==> config.mk <==
export PLATFORM = sky130hd
export DESIGN_NAME = mmio_responder
export DESIGN_NICKNAME = d
export VERILOG_FILES = /design/src/rtl/mmio_responder.sv
export SDC_FILE = /design/constraint.sdc
export NUM_CORES = 1
export LEC_CHECK = 0
export CORE_UTILIZATION = 45
export CTS_CLUSTER_DIAMETER = 60
export DETAILED_ROUTE_END_ITERATION = 10
export HOLD_SLACK_MARGIN = 0.03
export PLACE_DENSITY = 0.66
export SLEW_MARGIN = 0
export SYNTH_ARGS = -nofsm -noshare
export SYNTH_HDL_FRONTEND = slang
export SYNTH_SLANG_ARGS = --single-unit
==> constraint.sdc <==
create_clock -name clock -period 4.9 [get_ports clock]
set_input_delay 0.98 -clock clock [delete_from_list [all_inputs] [get_ports clock]]
set_output_delay 0.98 -clock clock [all_outputs]
set_load 0.1 [all_outputs]
==> src/rtl/mmio_responder.sv <==
`default_nettype none
// ============================================================================
// Module   : mmio_responder
// Brief    : Slave on the processor dmem bus. Decodes a 16-word window and
//            serves a free-running cycle counter, a one-shot countdown timer
//            with an interrupt flag, a byte TX FIFO with a valid/ready drain
//            port, and a FIFO status register. Read data and the hit flag are
//            registered so the top level can mux q_mmio over the syncram q.
// Revision : 1.0 - initial release
// ============================================================================
module mmio_responder #(
    parameter logic [11:0] BASE       = 12'hF00,
    parameter int          FIFO_DEPTH = 8
) (
    input  logic        clock,
    input  logic        reset,
    input  logic [11:0] address_dmem,
    input  logic [31:0] data,
    input  logic        wren,
    output logic [31:0] q_mmio,
    output logic        sel,
    output logic [7:0]  tx_data,
    output logic        tx_valid,
    input  logic        tx_ready,
    output logic        irq
);

    // Pointer width stays at least one bit so a depth-1 FIFO still elaborates.
    localparam int               PTR_W     = (FIFO_DEPTH > 1) ? $clog2(FIFO_DEPTH) : 1;
    localparam logic [PTR_W-1:0] PTR_LAST  = PTR_W'(FIFO_DEPTH - 1);
    localparam logic [3:0]       DEPTH_CNT = 4'(FIFO_DEPTH);

    localparam logic [3:0] OFF_CYCLE = 4'h0;
    localparam logic [3:0] OFF_TIMER = 4'h1;
    localparam logic [3:0] OFF_TSTAT = 4'h2;
    localparam logic [3:0] OFF_TXD   = 4'h3;
    localparam logic [3:0] OFF_TXS   = 4'h4;

    // Register state
    logic [31:0]      cycle_cnt;
    logic [31:0]      timer_count;
    logic             running;
    logic             expired;
    logic             ovf;
    logic [7:0]       fifo_mem [FIFO_DEPTH];
    logic [PTR_W-1:0] rd_ptr;
    logic [PTR_W-1:0] wr_ptr;
    logic [3:0]       fifo_count;

    // Decode
    logic        hit;
    logic [3:0]  offset;
    logic        wr_timer;
    logic        wr_tstat;
    logic        wr_txd;
    logic        wr_txs;
    logic        full;
    logic        empty;
    logic        push;
    logic        pop;
    logic        ovf_set;
    logic        timer_expire;
    logic [31:0] read_data;

    assign hit      = (address_dmem[11:4] == BASE[11:4]);
    assign offset   = address_dmem[3:0];
    assign wr_timer = hit && wren && (offset == OFF_TIMER);
    assign wr_tstat = hit && wren && (offset == OFF_TSTAT);
    assign wr_txd   = hit && wren && (offset == OFF_TXD);
    assign wr_txs   = hit && wren && (offset == OFF_TXS);

    assign full     = (fifo_count == DEPTH_CNT);
    assign empty    = (fifo_count == 4'd0);
    assign tx_valid = !empty;
    // Gate the head so an unwritten/stale slot never shows on tx_data.
    assign tx_data  = empty ? 8'h00 : fifo_mem[rd_ptr];
    assign pop      = tx_valid && tx_ready;
    // A pop on the same edge frees the slot, so a push into a full FIFO lands.
    assign push     = wr_txd && (!full || pop);
    assign ovf_set  = wr_txd && full && !pop;

    // A count of 1 reaches 0 this edge; a count of 0 (load of 0) expires too.
    // A load on the same edge restarts the timer instead of expiring it.
    assign timer_expire = !wr_timer && running && (timer_count <= 32'd1);

    assign irq = expired;

    // Read mux over the pre-edge register values.
    always_comb begin
        read_data = 32'h0;
        case (offset)
            OFF_CYCLE: read_data = cycle_cnt;
            OFF_TIMER: read_data = timer_count;
            OFF_TSTAT: read_data = {30'h0, running, expired};
            OFF_TXS:   read_data = {25'h0, ovf, empty, full, fifo_count};
            default:   read_data = 32'h0;
        endcase
    end

    // Registered read port: one-cycle latency, zero outside the window.
    always_ff @(posedge clock or posedge reset) begin
        if (reset) begin
            q_mmio <= 32'h0;
            sel    <= 1'b0;
        end else begin
            sel    <= hit;
            q_mmio <= hit ? read_data : 32'h0;
        end
    end

    // Free-running cycle counter; natural 32-bit wrap.
    always_ff @(posedge clock or posedge reset) begin
        if (reset) begin
            cycle_cnt <= 32'h0;
        end else begin
            cycle_cnt <= cycle_cnt + 32'd1;
        end
    end

    // Countdown timer: load restarts, otherwise decrement while running.
    always_ff @(posedge clock or posedge reset) begin
        if (reset) begin
            timer_count <= 32'h0;
            running     <= 1'b0;
        end else if (wr_timer) begin
            timer_count <= data;
            running     <= 1'b1;
        end else if (timer_expire) begin
            timer_count <= 32'h0;
            running     <= 1'b0;
        end else if (running) begin
            timer_count <= timer_count - 32'd1;
        end
    end

    // Sticky expired flag; an expiry beats a clear on the same edge.
    always_ff @(posedge clock or posedge reset) begin
        if (reset) begin
            expired <= 1'b0;
        end else if (timer_expire) begin
            expired <= 1'b1;
        end else if (wr_tstat && data[0]) begin
            expired <= 1'b0;
        end
    end

    // Sticky overflow flag; a dropped byte beats a clear on the same edge.
    always_ff @(posedge clock or posedge reset) begin
        if (reset) begin
            ovf <= 1'b0;
        end else if (ovf_set) begin
            ovf <= 1'b1;
        end else if (wr_txs && data[6]) begin
            ovf <= 1'b0;
        end
    end

    // FIFO storage; contents need no reset because the count gates visibility.
    always_ff @(posedge clock) begin
        if (push) begin
            fifo_mem[wr_ptr] <= data[7:0];
        end
    end

    // FIFO pointers and occupancy, wrapping modulo the depth.
    always_ff @(posedge clock or posedge reset) begin
        if (reset) begin
            rd_ptr     <= '0;
            wr_ptr     <= '0;
            fifo_count <= 4'd0;
        end else begin
            if (push) begin
                wr_ptr <= (wr_ptr == PTR_LAST) ? '0 : wr_ptr + PTR_W'(1);
            end
            if (pop) begin
                rd_ptr <= (rd_ptr == PTR_LAST) ? '0 : rd_ptr + PTR_W'(1);
            end
            case ({push, pop})
                2'b10:   fifo_count <= fifo_count + 4'd1;
                2'b01:   fifo_count <= fifo_count - 4'd1;
                default: fifo_count <= fifo_count;
            endcase
        end
    end

endmodule
`default_nettype wire

; ---- Word level (Yosys, flattened, before mapping)
; Memory sizes are Yosys's and may differ from the RTL's.
; Cells that the tools add are included.
[word_totals]
register_bits = 110
ram_bits = 64
in_bits = 48
output_inout_bits = 43
word_cells = 70
n_memories = 1
[mem_list]
columns = memory, depth, word_bits, rd, rd_clocked_by_memory_dff, wr, line
row1 = fifo_mem, 8, 8, 1, 0, 1, 45  ; logic [7:0] fifo_mem [FIFO_DEPTH];
[op_classes]
addsub = 6
order_cmp = 1
eq_ne = 10
mux = 17
n_reduce_logical = 25
[ops]
columns = operator, count
row1 = 32-bit two-way mux, 4
row2 = 32-bit case mux with 4 select lines, 1
row3 = "32-bit by 1-bit adder with 32-bit output, second input constant", 1
row4 = "32-bit by 1-bit <= comparator with 1-bit output, second input constant", 1
row5 = "32-bit by 1-bit subtractor with 32-bit output, second input constant", 1
row6 = 1-bit logical AND, 13
row7 = "4-bit by 2-bit == test with 1-bit output, second input constant", 2
row8 = "8-bit == test, second input constant", 1
row9 = 4-bit zero test, 2
row10 = 1-bit two-way mux, 8
row11 = 8-bit two-way mux, 1
row12 = 4-bit case mux with 2 select lines, 1
row13 = 2-bit nonzero test, 4
row14 = "3-bit by 1-bit adder with 3-bit output, second input constant", 2
row15 = "3-bit == test, second input constant", 2
row16 = 3-bit two-way mux, 2
row17 = "4-bit by 1-bit adder with 4-bit output, second input constant", 1
row18 = "4-bit by 1-bit == test with 1-bit output, second input constant", 1
row19 = "4-bit by 3-bit == test with 1-bit output, second input constant", 1
row20 = "4-bit == test, second input constant", 1
row21 = 1-bit zero test, 4
row22 = "4-bit by 1-bit subtractor with 4-bit output, second input constant", 1
row23 = 3-bit nonzero test, 1
row24 = "2-bit by 1-bit == test with 1-bit output, second input constant", 1
row25 = 2 further kinds, 2

; ---- Longest topological paths before layout
[logic_depth]
word_depth = 8
depth_mapped = 12
ltp_nobuf = 12

; ---- Least setup slack after synthesis
; Ideal clock, no wire load.
[synth_timing]
path_kind = reg-to-output
from = register rd_ptr[0]
to = output tx_data[0]
t_arrival_ns = 2.950
required_time_ns = 3.920
path_slack_ns = 0.970
path_stages_with_launch = 6
n_path_buf = 2
path_cell_list = dfrtp_1 clkbuf_1 clkbuf_1 mux4_2 mux2i_1 nor2_1
[synth_between]
elab_chain_len = 2
[synth_lines]
columns = item, line
row1 = from (decl), 46  ; logic [PTR_W-1:0] rd_ptr;
row2 = from (signal assigned), 176  ; rd_ptr <= (rd_ptr == PTR_LAST) ? '0 : rd_ptr + PTR_W'(1);
row3 = memory read 8 x 8 bit, -
row4 = 8-bit two-way mux, 76  ; assign tx_data = empty ? 8'h00 : fifo_mem[rd_ptr];
row5 = to (decl), 22  ; output logic [7:0] tx_data,
; Every way passes these cells.

; ---- Worst setup path in the final report
[layout_timing]
from = register rd_ptr[1]
to = output tx_data[0]
; Same word-level chain as after synthesis.

==> results.cfg <==
[routing]
vias_per_cell = 5.76
wirelength_um = 18600
dr_total_vias = 5717
wl_per_cell_um = 18.7
route.antenna.remaining_nets = 0
dr.pass1.iters = 5
drtIter0Drc = 502
drc = 0

[yosys]
syn_avg_cell_area_um2 = 12.0
yosysTopAreaCell = dfrtp_1
synth_top_area_share_pct = 34.8
yosys_warnings = 0
synth_cells = 661
synth_seq_cells = 174
postSynth.asyncResetShare_pct = 63.2
ys.flop_type = dfrtp_1
synth-edff-count = 64
synth_area_mm2 = 0.00790
synth.distinct_cells = 54
syn_nets = 720
synth_seq_area_share_pct = 59.2
yosys-top-cells-area = dfrtp_1 (35%), edfxtp_1 (24%), mux4_2 (4.6%)

[global_routing]
grt_pass1_wl_um = 29900
antenna_found_initial = 0
grt_pass1_vias = 5563
grt_max_degree = 62
grt.total_usage_pct = 21.8
grt_overflow = 0

[finish]
finish.instance_area_mm2 = 0.00974
area_growth_pct = 23.2
stdcell_count = 993
drive_gt1_share_pct = 10.7
diodes = 0
nets = 814

[worst_setup_path]
critPathKind = reg2out
start_kind = flip-flop
r2r_cells = 7
end_kind = output pin
reg2reg_to = timer_count[3]
slowest_stage = clkdlybuf4s50_1
worstSetupEndpoint = tx_data[0]
reg2reg_from = timer_count[5]
crit_fanout = 18
cp_data_required_time_ps = 3920
reg2reg_slack_ps = 1700
crit_start = rd_ptr[1]
cpPeakStageDelay_ps = 1140
crit_arrival_ps = 3000
path_cells = mux4_2, mux2i_1, nor2_1, clkdlybuf4s50_1

[cts]
root_buffer = clkbuf_16
postCtsHoldBufs = 0
htreeDepth = 4
cts-resized-gates = 0
clk_path_buf_depth = 2
cts_tree = yes
cts_setup_buffers = 0
insertion_delay_ps = 430
cts_buffers = 17
cts_sinks = 174
path_clk_slew_ps = 70

[timing]
fmax_mhz = 251
period_minus_slack_ps = 3980
fin_worst_skew_ps = 9.28
worst_slack_ps = 921
whs_ps = 480
final-setup-viol-count = 0
finalCritPeriodShare_pct = 81.2
drv_slew = 0
rsz0062_at_grt = false
fin_tns_setup_ps = 0
report.final.hold_viol_count = 0
tightest_slew_ps = 1280
slew_headroom_pct = 14.6

[placement]
place_ws_ps = 575
placed_area_mm2 = 0.00910
dp.cells = 961
port_buffers = 90
gp_congestion = 0.862
dpl.hpwl_um = 12900

[flow_run]
drv_cap = 0

[die]
pin_count = 91
rows = 48
die_height_um = 135
die_w_um = 135
die-area_mm2 = 0.0181
start_util_pct = 45.8
fp.coreArea_mm2 = 0.0172

[power]
p_leak_nw = 3.67
powerDensity_mw_per_mm2 = 438
ir_drop_mv = 0.462

[status]
outcome = complete, no violations

[min_path]
hold_class = reg2reg
whs_path_depth = 1
## stage by stage
stage	util (%)	power, mW
final	56.5	4.26
after floorplan	-	2.56
after CTS	56.5	4.29
after detailed placement	52.8	2.86
after global placement	52.8	2.83
after global routing	56.5	4.43
## cell usage in the layout, fill, tap and decap left out, types with 17 or more instances in the layout
cell type / count
a22oi_1: 28
clkdlybuf4s50_1: 90
dfrtp_1: 110
xnor2_1: 30
nand2_1: 55
xor2_1: 17
nor3_1: 23
nor2_1: 76
nand3_1: 21
a21oi_1: 24
edfxtp_1: 64
clkbuf_16: 17
## state kept, by name, indices dropped and copies added, names as in the netlist, 3 cells and up
name / count
cycle_cnt: 32
fifo_count: 4
fifo_mem: 64
q_mmio: 32
rd_ptr: 3
timer_count: 32
wr_ptr: 3
## power breakdown
group	internal [mW]	leakage [nW]	switching [mW]	total, mW
clock	0.865	0.303	0.570	1.44
sequential	1.57	1.99	0.148	1.72
combinational	0.399	1.37	0.706	1.10
total	2.84	3.67	1.42	4.26
## kinds of logic (layout without fill, tap and decap cells)
group	count (synthesis)	count (layout)	synth area share (%)
compound gates	99	99	8.73
xor+xnor	47	47	5.21
fa+ha+maj	12	12	1.96
buf+inv	43	150	2.07
flops	174	174	59.2
mux	32	32	6.68
simple gates	254	254	16.2
## how the worst min path moves through the flow
stage                    endpoint          start  slack, ps
finish              cycle_cnt[31]  cycle_cnt[31]        480
floorplan           cycle_cnt[31]  cycle_cnt[31]        450
global route        cycle_cnt[31]  cycle_cnt[31]        520
global placement    cycle_cnt[31]  cycle_cnt[31]        470
detailed placement  cycle_cnt[31]  cycle_cnt[31]        470
CTS                 cycle_cnt[31]  cycle_cnt[31]        480
## cell type report
cell class	instances	area (um2)
flip-flops and latches	174	4670
clock inverters	14	205
clock buffers	18	429
repair buffers	105	1010
well taps	225	282
multi-input cells	444	3080
fillers	1431	7500
inverters	13	51.3
## Yosys cell counts, types with 2 or more instances
| cell | count |
|---|---|
| mux2_1 | 5 |
| buf_1 | 3 |
| o21ai_2 | 9 |
| inv_2 | 3 |
| nor3b_1 | 5 |
| o311ai_1 | 3 |
| o21ai_1 | 7 |
| clkbuf_1 | 25 |
| a21o_1 | 2 |
| nor4b_1 | 3 |
| a221oi_1 | 3 |
| mux2i_1 | 10 |
| nor4_1 | 12 |
| xor2_1 | 17 |
| inv_1 | 10 |
| edfxtp_1 | 64 |
| nand2b_1 | 4 |
| a22oi_1 | 28 |
| or2_1 | 2 |
| nor2b_1 | 2 |
| o21ai_0 | 4 |
| nand3b_1 | 3 |
| and3_1 | 12 |
| xnor2_1 | 30 |
| ha_1 | 10 |
| nand2_1 | 55 |
| a222oi_1 | 4 |
| o211ai_1 | 4 |
| nor3_1 | 23 |
| nor2_1 | 76 |
| mux4_2 | 16 |
| buf_2 | 2 |
| or3_1 | 6 |
| nand3_1 | 21 |
| a21oi_1 | 24 |
| or4_1 | 15 |
| o31ai_1 | 6 |
| dfrtp_1 | 110 |
| nand4_1 | 8 |
## worst max-delay path, delay by kind of cell, from the launching register on
| kind | cells | cell delay (ps) |
|---|---|---|
| buf+inv | 1 | 1140 |
| flops | 1 | 850 |
| mux | 2 | 450 |
| simple gates | 1 | 130 |
## metal layers
metal / global-route usage [%] / vias to the layer above / routed length, um
li1: - / 2627 / -
met1: 31.2 / 2844 / 8170
met2: 34.2 / 223 / 8910
met3: 4.02 / 23 / 1170
met4: 6.49 / 0 / 304
met5: 0 / - / 0
Note: power is estimated with default switching activity, not from simulation.
